==> src/rtl/mul_sched_rr_pkg.sv <==
// Shared definitions for the round-robin multiplier scheduler.
// Latency: n/a (types, defaults and helpers only).
// Backpressure: n/a.
//
// Contents:
//   DEF_N_REQ / DEF_WIDTH / DEF_ID_W : default parameter values
//   state_t                          : scheduler FSM encoding (IDLE=0, RUN=1)
//   cnt_width()                      : iteration counter width for a given operand width
package mul_sched_rr_pkg;

    localparam int DEF_N_REQ = 4;
    localparam int DEF_WIDTH = 8;
    localparam int DEF_ID_W  = 2;

    typedef enum logic {
        S_IDLE = 1'b0,
        S_RUN  = 1'b1
    } state_t;

    // The counter must reach WIDTH-1; a width of at least one bit keeps
    // degenerate WIDTH=1 builds legal.
    function automatic int cnt_width(input int width);
        return (width > 1) ? $clog2(width) : 1;
    endfunction

endpackage

==> src/rtl/mul_sched_rr_serial_mul_core.sv <==
// Unsigned serial shift-add multiplier, one iteration per clock.
// Latency: WIDTH cycles from the start edge; o_done/o_product are valid during the last iteration.
// Backpressure: none; a start is only issued by the scheduler while the core is idle.
//
// Ports:
//   CLK, RST_N  : clock, asynchronous active-low reset
//   i_start     : load operands and begin (one-cycle pulse)
//   i_mcand     : multiplicand, latched on i_start
//   i_mplier    : multiplier, latched on i_start
//   o_done      : high during the final iteration cycle (combinational)
//   o_product   : accumulator value that the final iteration will produce
module serial_mul_core
    import mul_sched_rr_pkg::*;
#(
    parameter int WIDTH = DEF_WIDTH
) (
    input  logic                 CLK,
    input  logic                 RST_N,
    input  logic                 i_start,
    input  logic [WIDTH-1:0]     i_mcand,
    input  logic [WIDTH-1:0]     i_mplier,
    output logic                 o_done,
    output logic [2*WIDTH-1:0]   o_product
);

    localparam int CNT_W = cnt_width(WIDTH);

    logic [WIDTH-1:0]     r_mcand;
    logic [2*WIDTH-1:0]   r_acc;
    logic [CNT_W-1:0]     r_cnt;
    logic                 r_run;

    logic [2*WIDTH:0]     w_sum;
    logic [2*WIDTH-1:0]   w_acc_nxt;
    logic                 w_last;

    // The low half of the accumulator starts as the multiplier and is
    // consumed one bit per iteration from the LSB; the multiplicand is added
    // into the high half. The sum is one bit wider so the carry out of the
    // addition survives the right shift.
    always_comb begin
        w_sum = {1'b0, r_acc};
        if (r_acc[0]) begin
            w_sum = {1'b0, r_acc} + {1'b0, r_mcand, {WIDTH{1'b0}}};
        end
        w_acc_nxt = (2*WIDTH)'(w_sum >> 1);
    end

    assign w_last    = r_run && (r_cnt == CNT_W'(WIDTH - 1));
    assign o_done    = w_last;
    assign o_product = w_acc_nxt;

    always_ff @(posedge CLK or negedge RST_N) begin
        if (!RST_N) begin
            r_mcand <= '0;
            r_acc   <= '0;
            r_cnt   <= '0;
            r_run   <= 1'b0;
        end else if (i_start) begin
            r_mcand <= i_mcand;
            r_acc   <= {{WIDTH{1'b0}}, i_mplier};
            r_cnt   <= '0;
            r_run   <= 1'b1;
        end else if (r_run) begin
            r_acc <= w_acc_nxt;
            r_cnt <= r_cnt + CNT_W'(1);
            if (w_last) begin
                r_run <= 1'b0;
            end
        end
    end

endmodule

==> src/rtl/mul_sched_rr.sv <==
// Round-robin scheduler sharing one serial multiplier among N_REQ requesters.
// Latency: grant pulse 1 cycle after req seen in IDLE; Product_Valid 8 cycles after grant (WIDTH=8).
// Backpressure: requesters hold req+operands until granted; one op in flight, next req sampled on return to IDLE.
//
// Ports:
//   CLK, RST_N     : clock, asynchronous active-low reset
//   req            : per-requester request lines
//   a_bus, b_bus   : per-requester operands, slice i = [i*WIDTH +: WIDTH]
//   grant          : one-hot acceptance pulse
//   busy           : operation in progress
//   Product        : last result, held until the next one
//   Product_Valid  : one-cycle pulse marking a new Product/product_id
//   product_id     : requester index owning Product
module mul_sched_rr
    import mul_sched_rr_pkg::*;
#(
    parameter int N_REQ = DEF_N_REQ,
    parameter int WIDTH = DEF_WIDTH,
    parameter int ID_W  = DEF_ID_W
) (
    input  logic                     CLK,
    input  logic                     RST_N,
    input  logic [N_REQ-1:0]         req,
    input  logic [N_REQ*WIDTH-1:0]   a_bus,
    input  logic [N_REQ*WIDTH-1:0]   b_bus,
    output logic [N_REQ-1:0]         grant,
    output logic                     busy,
    output logic [2*WIDTH-1:0]       Product,
    output logic                     Product_Valid,
    output logic [ID_W-1:0]          product_id
);

    state_t               r_state;
    logic [ID_W-1:0]      r_ptr;
    logic [ID_W-1:0]      r_id;
    logic [N_REQ-1:0]     r_grant;
    logic                 r_busy;
    logic [2*WIDTH-1:0]   r_product;
    logic                 r_valid;
    logic [ID_W-1:0]      r_product_id;

    logic [ID_W-1:0]      w_pick;
    logic [N_REQ-1:0]     w_grant_oh;
    logic [WIDTH-1:0]     w_a;
    logic [WIDTH-1:0]     w_b;
    logic                 w_start;
    logic                 w_core_done;
    logic [2*WIDTH-1:0]   w_core_product;

    // First set request searching upward from last+1 with wrap-around.
    // Walking the offsets from farthest to nearest lets the nearest hit
    // overwrite the others, so no early exit is needed.
    function automatic logic [ID_W-1:0] rr_pick(input logic [N_REQ-1:0] r,
                                                input logic [ID_W-1:0]  last);
        logic [ID_W-1:0] pick;
        logic [ID_W-1:0] cand;
        pick = '0;
        for (int k = N_REQ; k >= 1; k--) begin
            cand = ID_W'((int'(last) + k) % N_REQ);
            if (r[cand]) begin
                pick = cand;
            end
        end
        return pick;
    endfunction

    assign w_pick     = rr_pick(req, r_ptr);
    assign w_grant_oh = N_REQ'(1) << w_pick;
    assign w_start    = (r_state == S_IDLE) && (|req);

    // Operand mux for the winning requester.
    always_comb begin
        w_a = '0;
        w_b = '0;
        for (int i = 0; i < N_REQ; i++) begin
            if (w_pick == ID_W'(i)) begin
                w_a = a_bus[i*WIDTH +: WIDTH];
                w_b = b_bus[i*WIDTH +: WIDTH];
            end
        end
    end

    serial_mul_core #(
        .WIDTH     (WIDTH)
    ) u_core (
        .CLK       (CLK),
        .RST_N     (RST_N),
        .i_start   (w_start),
        .i_mcand   (w_a),
        .i_mplier  (w_b),
        .o_done    (w_core_done),
        .o_product (w_core_product)
    );

    // Scheduler FSM with registered outputs. The core latches operands on
    // the same edge that issues the grant, so later operand changes on the
    // bus cannot reach the datapath.
    always_ff @(posedge CLK or negedge RST_N) begin
        if (!RST_N) begin
            r_state      <= S_IDLE;
            r_ptr        <= ID_W'(N_REQ - 1);  // requester 0 searched first
            r_id         <= '0;
            r_grant      <= '0;
            r_busy       <= 1'b0;
            r_product    <= '0;
            r_valid      <= 1'b0;
            r_product_id <= '0;
        end else begin
            r_grant <= '0;
            r_valid <= 1'b0;
            case (r_state)
                S_IDLE: begin
                    if (|req) begin
                        r_grant <= w_grant_oh;
                        r_busy  <= 1'b1;
                        r_ptr   <= w_pick;
                        r_id    <= w_pick;
                        r_state <= S_RUN;
                    end
                end
                S_RUN: begin
                    if (w_core_done) begin
                        r_product    <= w_core_product;
                        r_product_id <= r_id;
                        r_valid      <= 1'b1;
                        r_busy       <= 1'b0;
                        r_state      <= S_IDLE;
                    end
                end
                default: begin
                    r_state <= S_IDLE;
                end
            endcase
        end
    end

    assign grant         = r_grant;
    assign busy          = r_busy;
    assign Product       = r_product;
    assign Product_Valid = r_valid;
    assign product_id    = r_product_id;

endmodule
==> config.mk <==
export PLATFORM = sky130hd
export DESIGN_NAME = mul_sched_rr
export DESIGN_NICKNAME = d
export VERILOG_FILES = /design/src/rtl/mul_sched_rr_pkg.sv /design/src/rtl/mul_sched_rr_serial_mul_core.sv /design/src/rtl/mul_sched_rr.sv
export SDC_FILE = /design/constraint.sdc
export NUM_CORES = 1
export LEC_CHECK = 0
export BUFFER_PORTS_ARGS = -buffer_cell sky130_fd_sc_hd__buf_2
export CAP_MARGIN = 30
export CORE_ASPECT_RATIO = 0.7
export CORE_MARGIN = 8
export CORE_UTILIZATION = 47
export CTS_CLUSTER_DIAMETER = 50
export CTS_CLUSTER_SIZE = 40
export DETAILED_ROUTE_END_ITERATION = 10
export PLACE_DENSITY = 0.84
export SYNTH_ARGS = -nofsm -noshare
export SYNTH_HDL_FRONTEND = slang
export SYNTH_SLANG_ARGS = --single-unit
export TNS_END_PERCENT = 5
==> constraint.sdc <==
create_clock -name CLK -period 2 [get_ports CLK]
set_input_delay 0.2 -clock CLK [delete_from_list [all_inputs] [get_ports CLK]]
set_output_delay 0.2 -clock CLK [all_outputs]
set_load 0.01 [all_outputs]
==> key figures <==
Routing
  – Vias per cell: between 5 and 6
  – Antenna-violating nets left: 0
  – WL/cell: between 15 and 20 um
  – Initial DRC count: 245
  – Post-route DRC: 0
  – Vias after detailed routing: 2773
  – Routed WL: 8550 um
  – DR pass1 iterations: 4

Cells and area
  – Area grow syn2layout: 31.5%
  – Nets: slightly below 500
  – Layout cells sized above 1: 0.395
  – Antenna Cells: 0
  – Footprint of the multi-input gates: 1670 sq um
  – Post-Route Utilization: 0.621
  – # fillers: 545
  – Register area: ~1400 sq um

Synth
  – Synth top cells by count: dfrtp_1, nand2_1, nor2_1, a211oi_1, o21ai_0
  – Post-synth top area cell: dfrtp_1
  – Post-synth cell types: 42
  – Register bit count reported by yosys: 57
  – Post-synthesis sequential area ratio: 0.458
  – Syn nets: around 380
  – Share of the synthesized area in the top cell type: 0.441
  – Most numerous cell in the Yosys netlist: dfrtp_1
  – Syn Area/Cell: 10.5 sq um
  – Number of flops mapped to enable cells by yosys: 0
  – Top cells by area, synth: dfrtp_1, nand2_1, mux4_2, mux2i_1, a211oi_1
  – Synth Instances: 296
  – Yosys warns: 0
  – Synth async-reset ratio: 1.00
  – Mapped Area: approximately 3100 sq um
  – Ys flop type: dfrtp_1

Critical path
  – Reg2reg start: r_ptr[1]$_DFFE_PN1P_
  – Reg2Reg Setup Slack: -0.07 ns
  – Crit Path Max Fanout: 10
  – Top delay family on crit path: multiplexers
  – Critical path arrival: around 2.3 ns
  – CP Data Required Time: around 2.2 ns
  – Critical-path cell list: mux2i_1 > o22ai_1 > o21bai_4 > buf_12 > mux4_2 > mux2_2
  – Endpoint type of the worst setup path: flip-flop
  – Slowest CP cell: dfstp_2
  – Crit path launch type: flip-flop
  – R2R depth: 6
  – Stages on worst setup path: 6
  – R2R Path End: u_core.r_mcand[3]$_DFFE_PN0P_
  – Largest stage delay, worst path: 0.58 ns
  – Worst Path Buf+Inv: 1
  – Crit path kind: reg2reg

STA
  – Final Worst Setup Slack: -0.0748 ns
  – Max Transition Viols Final: 0
  – # setup viols final: 7
  – Worst Tran Pin Value: 0.997 ns
  – RSZ-0062 raised after global routing: yes
  – Max-slew headroom: 0.335
  – Worst Skew: 0.0123 ns
  – Worst Hold Slack: -0.00604 ns
  – Final min period: 2.07 ns
  – Final Hold Viols: 19
  – Max frequency: 482 MHz
  – Final Cycle Share: 1.04

Power
  – Int Pwr: about 4.1 mW
  – Pwr dens: 1630 nW/um^2
  – Pleak: 1.96 nW
  – Clock power share: 0.185
  – Sw frac: 0.386
  – Seq pwr share: 0.318
  – Overall power: 6.69 mW
  – Net Sw Power: 2.59 mW
  – Maximum VDD drop: 0.653 mV
  – Logic gate share of total power: 0.497

Global route
  – Largest net degree at the start of global routing: 58
  – Grt ovf: 0
  – Total track usage: 0.186
  – First-pass GRT wire length: 14000 um
  – Vias in the first global route: 2830
  – Initial antenna violation count: 0

Clock tree
  – TritonCTS clock tree: yes
  – H-tree Lvls: 3
  – Clk slew on worst S/H paths: about 0.070 ns
  – Clock tree root buffer cell: clkbuf_8
  – Clock Latency Late Sink: approximately 0.35 ns
  – CTS Buffer Depth: 2
  – TritonCTS buffer count: 9
  – Clock sinks: 57

Die
  – Die area: 9540 sq um
  – Standard cell core area: between 6000 and 7000 sq um
  – Num rows: 25
  – Starting Density: 0.473
  – Die Y: 84.2 um
  – Die Wd: 113 um
  – Top Ports: 94

Outcome
  – Outcome: finished, violations left
  – Failing checks: negative hold slack, negative setup slack

Placement
  – Number of port buffers: 93
  – DP Wirelength: 6470 um
  – Gpl congestion: 0.840

Hold path
  – Hold WC Path Type: in2async

Run
  – Total of max-cap violations: 0
cells by family after synthesis:
logic type / synth area share
adder cells (fa/ha/maj): 0.0465
AO/OA/AOI/OAI: 0.166
XOR/XNOR: 0.0197
AND/OR/NAND/NOR: 0.136
flip-flops: 0.458
buffers and inverters: 0.0293
multiplexers: 0.145
routing by layer:
layer,part of all wire,routed length (um),up-vias,track usage
met1,0.43,3690,1344,0.239
met5,0,0,-,0
li1,-,-,1290,-
met3,0.089,758,11,0.0766
met2,0.46,3960,128,0.280
met4,0.016,135,0,0.0518
layout make-up:
cell class | instances | share of cell area
Multi-Input combinational cell | 219 | 0.408
Inverter | 3 | 0.00275
Tap cell | 94 | 0.0287
Clock buffer | 12 | 0.0378
Sequential cell | 57 | 0.349
Timing Repair Buffer | 113 | 0.156
Clock inverter | 4 | 0.0180
through the flow:
| stage | setup TNS (ns) | worst slack (ns) | instances | area [sq um] | hold WS [ns] |
|---|---|---|---|---|---|
| after global routing | -1.08 | -0.131 | 502 | 4100 | 0.0529 |
| after floorplan | 0 | 0.0351 | 296 | 3120 | -0.0956 |
| after CTS | -0.420 | -0.0722 | 501 | 4050 | 0.00667 |
| after detailed placement | -1.05 | -0.168 | 484 | 3790 | 0.390 |
| final | -0.431 | -0.0748 | 502 | 4100 | -0.00604 |
| after global placement | -0.0297 | -0.0218 | 484 | 3790 | 0.390 |
timing repair:
action | CTS | global route
endpoints found under the hold margin | 0 | 0
endpoints found under the setup margin | 14 | 19
pin swaps | 2 | 2
hold buffers | 0 | 0
gates resized for setup | 7 | 13
buffers inserted | 1 | 1
cells in the final DEF (no fill, tap or decap), drive strengths merged, types with 5 or more instances in the layout:
cell type | synthesis | routed
a2111oi | 7 | 7
ha | 10 | 10
a211oi | 17 | 17
nor2 | 24 | 24
mux2i | 14 | 14
a21oi | 10 | 10
nor2b | 15 | 15
a31oi | 5 | 5
mux4 | 9 | 9
dfrtp | 55 | 55
mux2 | 9 | 9
xnor2 | 6 | 6
clkbuf | 13 | 12
o21ai | 17 | 17
buf | 4 | 113
nand2 | 43 | 43
worst max path at each step:
stage / slack (ns) / from / to
after CTS: -0.07 / r_ptr[1]$_DFFE_PN1P_ / u_core.r_mcand[6]$_DFFE_PN0P_
after detailed placement: -0.17 / u_core.r_acc[8]$_DFFE_PN0P_ / Product[13]$_DFFE_PN0P_
after global placement: -0.02 / u_core.r_acc[8]$_DFFE_PN0P_ / Product[13]$_DFFE_PN0P_
final: -0.07 / r_ptr[1]$_DFFE_PN1P_ / u_core.r_mcand[3]$_DFFE_PN0P_
after floorplan: 0.04 / r_ptr[1]$_DFFE_PN1P_ / u_core.r_mcand[6]$_DFFE_PN0P_
after global routing: -0.13 / r_ptr[1]$_DFFE_PN1P_ / u_core.r_mcand[5]$_DFFE_PN0P_
flip-flops by register name, summed over array words and instances (netlist names):
name / count
u_core.r_acc: 16
Product: 16
product_id: 2
u_core.r_run: 1
r_ptr: 2
grant: 4
u_core.r_mcand: 8
u_core.r_cnt: 3
Product_Valid: 1
r_state: 1
busy: 1
r_id: 2
power by group through the flow:
stage,clock (mW),combinational (mW),sequential [mW]
floorplan,0,2.16,2.05
global placement,0,2.91,2.10
detailed placement,0,3.09,2.12
CTS,1.26,3.18,2.10
global route,1.31,3.66,2.21
finish,1.24,3.33,2.13
Power figures use the tool's default switching activity.
